`config.mk`:
```
export PLATFORM = sky130hd
export DESIGN_NAME = decoder_seq
export DESIGN_NICKNAME = d
export VERILOG_FILES = /design/src/rtl/decoder_seq.sv
export SDC_FILE = /design/constraint.sdc
export NUM_CORES = 1
export LEC_CHECK = 0
export ABC_AREA = 1
export ABC_CLOCK_PERIOD_IN_PS = 1800
export BUFFER_PORTS_ARGS = -buffer_cell sky130_fd_sc_hd__buf_2
export CORE_ASPECT_RATIO = 1.5
export CORE_UTILIZATION = 55
export CTS_CLUSTER_SIZE = 12
export DETAILED_ROUTE_END_ITERATION = 10
export MAX_ROUTING_LAYER = met4
export PLACE_DENSITY = 0.78
export RECOVER_POWER = 25
export SYNTH_ARGS = -nofsm -noshare
export SYNTH_HDL_FRONTEND = slang
export SYNTH_SLANG_ARGS = --single-unit
```
`constraint.sdc`:
```
create_clock -name clk -period 1.8 [get_ports clk]
set_input_delay 0.18 -clock clk [delete_from_list [all_inputs] [get_ports clk]]
set_output_delay 0.18 -clock clk [all_outputs]
set_load 0.02 [all_outputs]
```
`src/rtl/decoder_seq.sv`:
```
// Registered N-to-2^N decoder with one-hot, thermometer and auto-scan modes,
// fed through a valid/ready handshake.
module decoder_seq #(
  parameter int ENCODE_WIDTH = 2,
  parameter int DECODE_WIDTH = 2 ** ENCODE_WIDTH,
  parameter int DWELL_WIDTH  = 8,
  parameter bit MSB_FIRST    = 1'b0
) (
  input  logic                    clk,
  input  logic                    rst,
  input  logic [1:0]              mode,
  input  logic                    in_valid,
  output logic                    in_ready,
  input  logic [ENCODE_WIDTH-1:0] in,
  input  logic                    scan_en,
  input  logic [DWELL_WIDTH-1:0]  dwell,
  output logic [DECODE_WIDTH-1:0] out,
  output logic                    out_valid,
  output logic                    scan_wrap,
  output logic                    err_range
);

  typedef enum logic [1:0] {M_ONEHOT, M_THERMO, M_SCAN, M_OFF} mode_e;
  typedef enum logic [1:0] {S_IDLE, S_HOLD, S_SCAN, S_OFF} state_e;

  state_e                  r_state;
  logic [ENCODE_WIDTH-1:0] r_idx;
  logic [DWELL_WIDTH-1:0]  r_cnt;
  logic [DECODE_WIDTH-1:0] r_out;
  logic                    r_out_valid;
  logic                    r_wrap;
  logic                    r_err;

  logic                    w_scan_req;
  logic                    w_accept;
  logic                    w_in_oor;
  logic [ENCODE_WIDTH-1:0] w_idx_next;

  // Out-of-range indices decode to all zeros in either mode.
  function automatic logic [DECODE_WIDTH-1:0] decode(input logic [ENCODE_WIDTH-1:0] idx,
                                                     input logic thermo);
    logic [DECODE_WIDTH:0]   t;
    logic [DECODE_WIDTH-1:0] v;
    logic [DECODE_WIDTH-1:0] m;
    if (thermo) begin
      t = ((DECODE_WIDTH + 1)'(2) << idx) - (DECODE_WIDTH + 1)'(1);
      v = t[DECODE_WIDTH-1:0];
    end else begin
      v = DECODE_WIDTH'(1) << idx;
    end
    if (32'(idx) >= 32'(DECODE_WIDTH)) v = '0;
    m = {<<{v}};
    return MSB_FIRST ? m : v;
  endfunction

  assign in_ready   = ((r_state == S_IDLE) || (r_state == S_HOLD)) &&
                      ((mode == M_ONEHOT) || (mode == M_THERMO));
  assign w_accept   = in_valid && in_ready;
  assign w_scan_req = (mode == M_SCAN) && scan_en;
  assign w_in_oor   = 32'(in) >= 32'(DECODE_WIDTH);
  assign w_idx_next = (32'(r_idx) >= 32'(DECODE_WIDTH - 1)) ? '0 : r_idx + ENCODE_WIDTH'(1);

  always_ff @(posedge clk) begin
    if (rst) begin
      r_state     <= S_IDLE;
      r_idx       <= '0;
      r_cnt       <= '0;
      r_out       <= '0;
      r_out_valid <= 1'b0;
      r_wrap      <= 1'b0;
      r_err       <= 1'b0;
    end else begin
      r_wrap <= 1'b0;
      r_err  <= 1'b0;
      if (mode == M_OFF) begin
        r_state     <= S_OFF;
        r_out       <= '0;
        r_out_valid <= 1'b0;
      end else begin
        case (r_state)
          S_OFF: begin
            r_state     <= S_IDLE;
            r_out       <= '0;
            r_out_valid <= 1'b0;
          end
          S_SCAN: begin
            if (!w_scan_req) begin
              r_state     <= S_IDLE;
              r_idx       <= '0;
              r_out       <= '0;
              r_out_valid <= 1'b0;
            end else if (r_cnt == '0) begin
              // Dwell is re-sampled at the start of every index.
              r_idx  <= w_idx_next;
              r_cnt  <= dwell;
              r_out  <= decode(w_idx_next, 1'b0);
              r_wrap <= (w_idx_next == '0);
            end else begin
              r_cnt <= r_cnt - DWELL_WIDTH'(1);
            end
          end
          S_IDLE, S_HOLD: begin
            if (w_scan_req) begin
              r_state     <= S_SCAN;
              r_idx       <= '0;
              r_cnt       <= dwell;
              r_out       <= decode(ENCODE_WIDTH'(0), 1'b0);
              r_out_valid <= 1'b1;
            end else if (w_accept) begin
              r_state     <= S_HOLD;
              r_idx       <= in;
              r_out       <= decode(in, mode == M_THERMO);
              r_out_valid <= 1'b1;
              r_err       <= w_in_oor;
            end else if (r_state == S_HOLD) begin
              r_out <= decode(r_idx, mode == M_THERMO);
            end else begin
              r_out       <= '0;
              r_out_valid <= 1'b0;
            end
          end
          default: begin
            r_state     <= S_IDLE;
            r_out       <= '0;
            r_out_valid <= 1'b0;
          end
        endcase
      end
    end
  end

  assign out       = r_out;
  assign out_valid = r_out_valid;
  assign scan_wrap = r_wrap;
  assign err_range = r_err;

endmodule
```
==> metrics.yaml, run 1 <==
timing.critical_path.fanout_max: 8
synth_compound_area_share_pct: 16.8
yosysWarnings: 0
synth_xor_area_share_pct: 0.641
path_clk_slew_ps: 100
crit_required_ps: 1980
min_path_cells: 3
vias_per_cell: 5.49
start_util_pct: 59.8
cts_setup_buffers: 0
synth-simple-area-share_pct: 39.9
synthCells: 204
dr.pass1.iters: 4
ios: 24
grt_overflow: 0
drive_gt1_share_pct: 19.8
cts_inserted_buffers: 3
drt.antenna.violating_nets: 0
cts_resized: 0
hp-class: "in2reg"
die_area_sq_um: 2690
critPathKind: "reg2reg"
row_count: 21
ir_drop_mv: 0.395
rsz0062_at_grt: "no"
p_leak_nw: 0.751
synth-edff-count: 0
cts_tree: "built"
ys_async_sr_fraction_pct: 0
wl_per_cell_um: 11.9
period_share_pct: 85.6
antenna_found_initial: 0
drv_slew: 0
cts_buffer_depth: 2
dp_slack_ps: 279
setup_tns_ps: 0
reg2regPathDepth: 7
grt_usage_pct: 25.5
yosysSeqAreaShare_pct: 26.4
fill_cells: 231
synthesis.area_sq_um: 1370
path_common_cell: "nand2_1"
clock.fmax_ghz: 0.649
setup_ws_ps: 259
routabilityCongestion: 0.946
path_cells: "inv_1 -> ha_1 -> nand2_1 -> o21ai_2 -> nand2_1 -> nand3_1 -> a21oi_1"
dieWidth_um: 42.7
clockRootBuffer: "clkbuf_4"
area_growth_pct: 10.4
grt_pass1_vias: 1294
hold_viol: 0
cp.arrival_ps: 1720
finalPower_mw: 0.910
crit_slowest_cell: "o21ai_2"
synthAdderAreaFrac_pct: 6.41
drt-total-wl_um: 2980
clkSinkCount: 18
finalSetupViolations: 0
grt_max_degree: 11
design.core.area_sq_um: 2290
avgSynthCellArea_sq_um: 6.70
synth_top_family_by_area: "simple AND/OR/NAND/NOR gates"
power_density_nw_per_um2: 603
maxCapViolCount: 0
io_buffers: 22
ys_types: 34
finClkSkew_ps: 6.69
synth-seq-cells: 18
drcViolationCount: 0
die_h_um: 63.0
grt_pass1_wl_um: 5280
ctsHoldBuffers: 0
clock_latency_ps: 290
synthesis.nets: 227
diodes: 0
slowest_delay_ps: 400
ys.flop_type: "dfxtp_1"
vias: 1373
fin_crit_ps: 1540
place_hpwl_um: 2440
worstSetupEndpointType: "flop"
synthMuxAreaShare_pct: 0
nNetsFinal: 252
h-tree-depth: 1
critPathLaunchType: "flop"
status: "finished, final reports clean"
first_iter_violations: 41
-- flip-flops by register name, summed over array words and instances (netlist names) --
name       cells
r_cnt          8
out            4
r_idx          2
r_state        2
out_valid      1
scan_wrap      1
-- final timing paths --
kind | slack (ps) | startpoint | endpoint
hold / removal | 110 | dwell[1] | r_cnt[1]
hold reg to reg | 470 | out[0] | out[0]
setup reg to reg | 260 | r_cnt[0] | r_cnt[6]
setup / recovery | 260 | r_cnt[0] | r_cnt[6]
-- cell usage after synthesis (all sizes together) (2+ instances only) --
cell     n  share of area [%]
a21boi   2                1.1
a21oi   16                6.7
a22o     2                1.3
clkinv   2               0.73
dfxtp   18                 26
ha       7                6.4
inv     28                8.1
nand2   64                 19
nand3   10                4.6
nand4    4                1.8
nor2    26                 12
o211ai   4                2.6
o21ai   12                4.7
-- final cells by class --
cell class / count / area [sq um] / share of cell area (%)
sequential: 18 / 360 / 23.9
clock buffer: 3 / 22.5 / 1.49
tap: 23 / 28.8 / 1.91
inverter: 30 / 120 / 7.96
timing repair buffer: 22 / 103 / 6.80
multi-input combinational: 154 / 875 / 58.0
-- metal layers --
layer	global-route usage (%)	part of all wire (%)	vias up
met1	26.7	38	629
met4	8.20	1.6	0
met5	-	0	-
met2	47.7	57	29
met3	2.60	3.2	6
li1	-	-	709
-- report_power, final --
part           switching, mW  total, mW  internal [mW]
Clock                  0.115      0.193         0.0778
Combinational          0.182      0.277         0.0952
Sequential            0.0214      0.440          0.419
-- cells in the final DEF, fill, tap and decap left out, types with 6 or more instances in the layout --
| cell type | count |
|---|---|
| dfxtp_1 | 18 |
| a21oi_1 | 13 |
| ha_1 | 7 |
| buf_2 | 16 |
| inv_1 | 23 |
| o21ai_0 | 7 |
| nand3_1 | 9 |
| nand2_1 | 60 |
| nor2_1 | 17 |
| clkbuf_1 | 6 |
-- kinds of logic after synthesis --
kind of cell | Yosys count
and+or+nand+nor | 108
AOI/OAI and AO/OA | 37
buffers and inverters | 32
DFF | 18
adders and majority gates | 7
xor gates and xnor gates | 1
other | 1
-- metrics by stage --
| stage | instances | area, sq um | hold slack (ps) | util [%] |
|---|---|---|---|---|
| floorplan | 204 | 1370 | 318 | - |
| CTS | 250 | 1520 | 112 | 66.3 |
| finish | 250 | 1510 | 112 | 66.0 |
| global placement | 247 | 1490 | 407 | 65.4 |
| global route | 250 | 1510 | 119 | 66.0 |
| detailed placement | 247 | 1490 | 419 | 65.4 |
-- worst max-delay path: cells and delay by family (launching register included) --
kind                     cells  cell delay, ps
AO/OA/AOI/OAI                2             460
AND/OR/NAND/NOR              3             360
flip-flops                   1             330
adder cells (fa/ha/maj)      1             180
buffers and inverters        1             110
(Power assumes the default switching activity.)
==> run 2, diff against run 1 <==
Settings changed: PLACE_DENSITY 0.78 to 0.87.
==> run 2 against run 1 <==
  * Die area stayed put
  * Global-route usage is 1.8 points lower
  * Count of clock-buffer cells in the layout is 1 higher
  * Clock skew is 1.2 ps lower
  * Sequential power hardly changed
  * Final area is 0.91% higher
  * Final cell count is 0.40% higher
  * Flip-flop and latch count stayed put
  * Highest routed layer unchanged
==> metrics.yaml, run 2 (synthesis results as in run 1) <==
hp-class: "in2reg"
vias_per_cell: 5.19
cp.arrival_ps: 1710
clkSinkCount: 18
row_count: 21
finalPower_mw: 0.961
met3_usage_pct: 4.34
dr.pass1.iters: 4
drt.antenna.violating_nets: 0
grt_pass1_vias: 1250
grt_max_degree: 11
largest_reg_flops: 8
cts_setup_buffers: 0
dieWidth_um: 42.7
clock_power_share_pct: 25.8
io_buffers: 22
hold_viol: 0
seqPwrFrac_pct: 45.8
rrSetupSlack_ps: 280
p_leak_nw: 0.758
drv_slew: 0
ctsHoldBuffers: 0
place_hpwl_um: 2210
p_switching_mw: 0.324
min_path_cells: 3
critPathKind: "reg2reg"
crit_slowest_cell: "dfxtp_1"
reg2regPathDepth: 9
slowest_delay_ps: 320
hold_path.startpoint: "dwell[1]"
ir_drop_mv: 0.415
crit_required_ps: 1990
path_cells: "inv_1 -> ha_1 -> nand2_1 -> nor2_4 -> nor2_8 -> nor2_4 -> clkinv_2 -> nor2_1 -> nor2_1"
pwr-share-comb_pct: 28.4
power_density_nw_per_um2: 631
start_util_pct: 59.8
die_h_um: 63.0
finClkSkew_ps: 5.53
largest_register: "r_cnt"
vias: 1302
clock.fmax_ghz: 0.659
setup_tns_ps: 0
worstSetupEndpointType: "flop"
area_growth_pct: 11.4
finalSetupViolations: 0
nNetsFinal: 252
antenna_found_initial: 0
fin_crit_ps: 1520
routabilityCongestion: 0.921
cts_resized: 0
clock_latency_ps: 290
grt_usage_pct: 23.7
grt.busiest_layer: "met2"
drive_gt1_share_pct: 20.2
drt-total-wl_um: 2770
first_iter_violations: 20
h-tree-depth: 1
die_area_sq_um: 2690
status: "finished, final reports clean"
cts_inserted_buffers: 3
critPathLaunchType: "flop"
cts_tree: "built"
timing.critical_path.fanout_max: 7
grt_use_met2_pct: 44.3
grt_pass1_wl_um: 5020
final_common_cell: "nand2_1"
grt_util_met1_pct: 25.0
wl_per_cell_um: 11.0
internal_power_mw: 0.637
grt_overflow: 0
switching_share_pct: 33.7
design.core.area_sq_um: 2290
drcViolationCount: 0
ios: 24
most-common-layout-cells: "nand2_1, inv_1, dfxtp_1"
period_share_pct: 84.2
maxCapViolCount: 0
reg2reg_to: "r_idx[1]"
min_to: "r_cnt[1]"
rsz0062_at_grt: "no"
path_clk_slew_ps: 100
r2r_start: "r_cnt[0]"
cts_buffer_depth: 2
diodes: 0
clockRootBuffer: "clkbuf_4"
-- run 2: cell types whose count changed in the layout (fill, tap and decap cells not counted), sizes merged --
cell and delta:
clkbuf +1
-- run 2: worst max path at each step --
stage | startpoint | to | slack, ps
2_1_floorplan | r_cnt[0] | r_idx[0] | 450
3_3_place_gp | r_cnt[0] | r_cnt[1] | 340
3_5_place_dp | r_cnt[0] | r_idx[1] | 320
4_1_cts | r_cnt[0] | r_idx[1] | 260
5_1_grt | r_cnt[0] | r_idx[1] | 120
6_report | r_cnt[0] | r_idx[1] | 280
-- run 2: metrics by stage --
| step | setup WS, ps | util (%) | cell area (sq um) | hold slack, ps | instances |
|---|---|---|---|---|---|
| after floorplan | 449 | - | 1370 | 318 | 204 |
| after global placement | 336 | 65.4 | 1490 | 409 | 247 |
| after detailed placement | 318 | 65.4 | 1490 | 423 | 247 |
| after CTS | 262 | 66.9 | 1530 | 114 | 251 |
| after global routing | 118 | 66.6 | 1520 | 131 | 251 |
| final | 284 | 66.6 | 1520 | 110 | 251 |
-- run 2: final cells by class --
cell class	count	area, sq um
repair buffers	22	103
flip-flops and latches	18	360
well taps	23	28.8
multi-input cells	154	875
clock buffers	4	36.3
fillers	228	763
inverters	30	120
-- run 2: critical path: cells and delay by family (launching register included) --
family	cells	cell delay [ps]
flip-flops	1	320
buffers and inverters	2	170
adder cells (fa/ha/maj)	1	190
AND/OR/NAND/NOR	6	730
-- run 2: layer usage --
metal | wire (um) | vias up
li1 | - | 703
met1 | 1190 | 573
met2 | 1490 | 21
met3 | 64 | 5
met4 | 31 | 0
met5 | 0 | -
-- run 2: power by group through the flow --
stage | logic [mW] | clock network (mW) | registers (mW)
4_1_cts | 0.275 | 0.251 | 0.440
6_report | 0.273 | 0.248 | 0.440
3_5_place_dp | 0.273 | 0 | 0.449
2_1_floorplan | 0.204 | 0 | 0.451
5_1_grt | 0.312 | 0.269 | 0.443
3_3_place_gp | 0.270 | 0 | 0.449
==> run 3, diff against run 2 <==
Settings changed: ABC_CLOCK_PERIOD_IN_PS 1800 to 1200, CORE_UTILIZATION 55 to 50, PLACE_DENSITY 0.87 to 0.83.
Clock period 1.8 ns to 1.2 ns, I/O delays scaled along.
==> run 3 against run 2 <==
  * Count of clock-buffer cells in the layout stayed put
  * Routed wire length is 37% higher
  * Flip-flop and latch count stayed put
  * Sequential power is 50% higher
  * First-iteration DRC count grew to 3.1 times the previous value
  * Via count is 17% higher
  * Final cell count is 18% higher
  * The flow now finishes with violations (setup timing)
  * Combinational power is 120% higher
  * Largest cell class unchanged
  * Die area is 9.6% higher
  * Clock skew hardly changed
==> metrics.yaml, run 3 (synthesis results as in run 1) <==
p_leak_nw: 0.957
maxCapViolCount: 0
dr.pass1.iters: 4
final_common_cell: "nand2_1"
drt.antenna.violating_nets: 0
vias: 1520
clock_latency_ps: 300
start_util_pct: 54.5
slowest_delay_ps: 360
crit_start: "r_cnt[0]"
hp-class: "in2reg"
die_h_um: 66.0
clock.fmax_ghz: 0.698
path_common_cell: "nand2_1"
wl_per_cell_um: 12.8
crit_buf_inv: 1
fin_crit_ps: 1430
cts_tree: "built"
ios: 24
largest_register: "r_cnt"
h-tree-depth: 1
ir_drop_mv: 0.680
routabilityCongestion: 0.922
diodes: 0
nNetsFinal: 284
critPathKind: "reg2reg"
dpl_cell_area_sq_um: 1720
crit_required_ps: 1440
reg2regPathDepth: 8
finClkSkew_ps: 5.18
ctsHoldBuffers: 0
period_share_pct: 119
io_buffers: 22
drt-total-wl_um: 3790
hold_path.startpoint: "dwell[1]"
fin_util_pct: 78.3
cts_buffer_depth: 2
area_growth_pct: 43.6
drcViolationCount: 0
path_clk_slew_ps: 110
crit_slowest_cell: "dfxtp_2"
rsz0062_at_grt: "yes"
grt_pass1_vias: 1444
drive_gt1_share_pct: 46.9
rrSetupSlack_ps: -230
finalSetupViolations: 14
timing.critical_path.fanout_max: 4
dieWidth_um: 44.7
grt_overflow: 0
path_delay_family: "simple AND/OR/NAND/NOR gates"
largest_reg_flops: 8
finalPower_mw: 1.64
drv_slew: 0
design.core.area_sq_um: 2500
fill_cells: 186
cts_inserted_buffers: 3
vias_per_cell: 5.14
critPathCapture: "r_cnt[6]"
power_density_nw_per_um2: 838
status: "finished, violations left"
stdcell_area_sq_um: 1960
path_cells: "inv_4 -> ha_2 -> nand2_1 -> nor2_2 -> nand2_1 -> o21ai_1 -> nand3_1 -> a21oi_2"
setup_ws_ps: -232
most-common-layout-cells: "nand2_1, buf_4, buf_2"
antenna_found_initial: 0
row_count: 22
critical_path_depth: 8
die_area_sq_um: 2950
whs_ps: 31.4
violations: "setup timing"
critPathLaunchType: "flop"
place_hpwl_um: 2560
worstSetupEndpointType: "flop"
dp_slack_ps: -114
reg2reg_to: "r_cnt[6]"
r2r_start: "r_cnt[0]"
hold_viol: 0
clockRootBuffer: "clkbuf_4"
cp.arrival_ps: 1670
clkSinkCount: 18
grt_pass1_wl_um: 5940
grt_max_degree: 11
first_iter_violations: 62
grt_usage_pct: 28.0
## run 3: worst min-delay path by stage
stage	endpoint	slack (ps)	cells after the start
after floorplan	r_cnt[1]	260	2
after global placement	r_cnt[1]	340	3
after detailed placement	r_cnt[1]	350	3
after CTS	r_cnt[1]	30	3
after global routing	r_cnt[1]	30	3
final	r_cnt[1]	30	3
## run 3: report_power, final
part	internal, mW	leakage [nW]	switching, mW
Clock	0.185	0.0210	0.199
Combinational	0.243	0.785	0.354
Sequential	0.630	0.151	0.0321
## run 3: area by class of cell
| cell class | count | area [sq um] | share of cell area [%] |
|---|---|---|---|
| Tap cell | 36 | 45.0 | 2.30 |
| Clock buffer | 4 | 36.3 | 1.85 |
| Inverter | 30 | 125 | 6.38 |
| Sequential cell | 18 | 375 | 19.1 |
| Multi-Input combinational cell | 155 | 1030 | 52.4 |
| Timing Repair Buffer | 53 | 352 | 17.9 |
## run 3: what timing repair did
action,4_1_cts,5_1_grt
cloned,1,0
setup buffers,3,6
pin swaps,8,12
setup endpoints to repair,15,17
gates resized for setup,19,27
## run 3: layer usage
layer  vias to the layer above  wire length, um  GRT usage (%)
li1                        767                -              -
met1                       699             1410           27.4
met2                        44             2160           50.0
met3                        10              132           3.28
met4                         0               86           18.2
met5                         -                0              -
## run 3: per-stage QoR
stage,instances,TNS (ps)
6_report,296,-2190
3_5_place_dp,282,-1150
4_1_cts,290,-1390
5_1_grt,296,-3370
3_3_place_gp,282,-776
2_1_floorplan,204,-0.161
## run 3: worst register-to-register path: stages (launching register included)
cell and delay, ps:
dfxtp_2 360, inv_4 80, ha_2 200, nand2_1 110, nor2_2 120, nand2_1 100
o21ai_1 140, nand3_1 110, a21oi_2 160
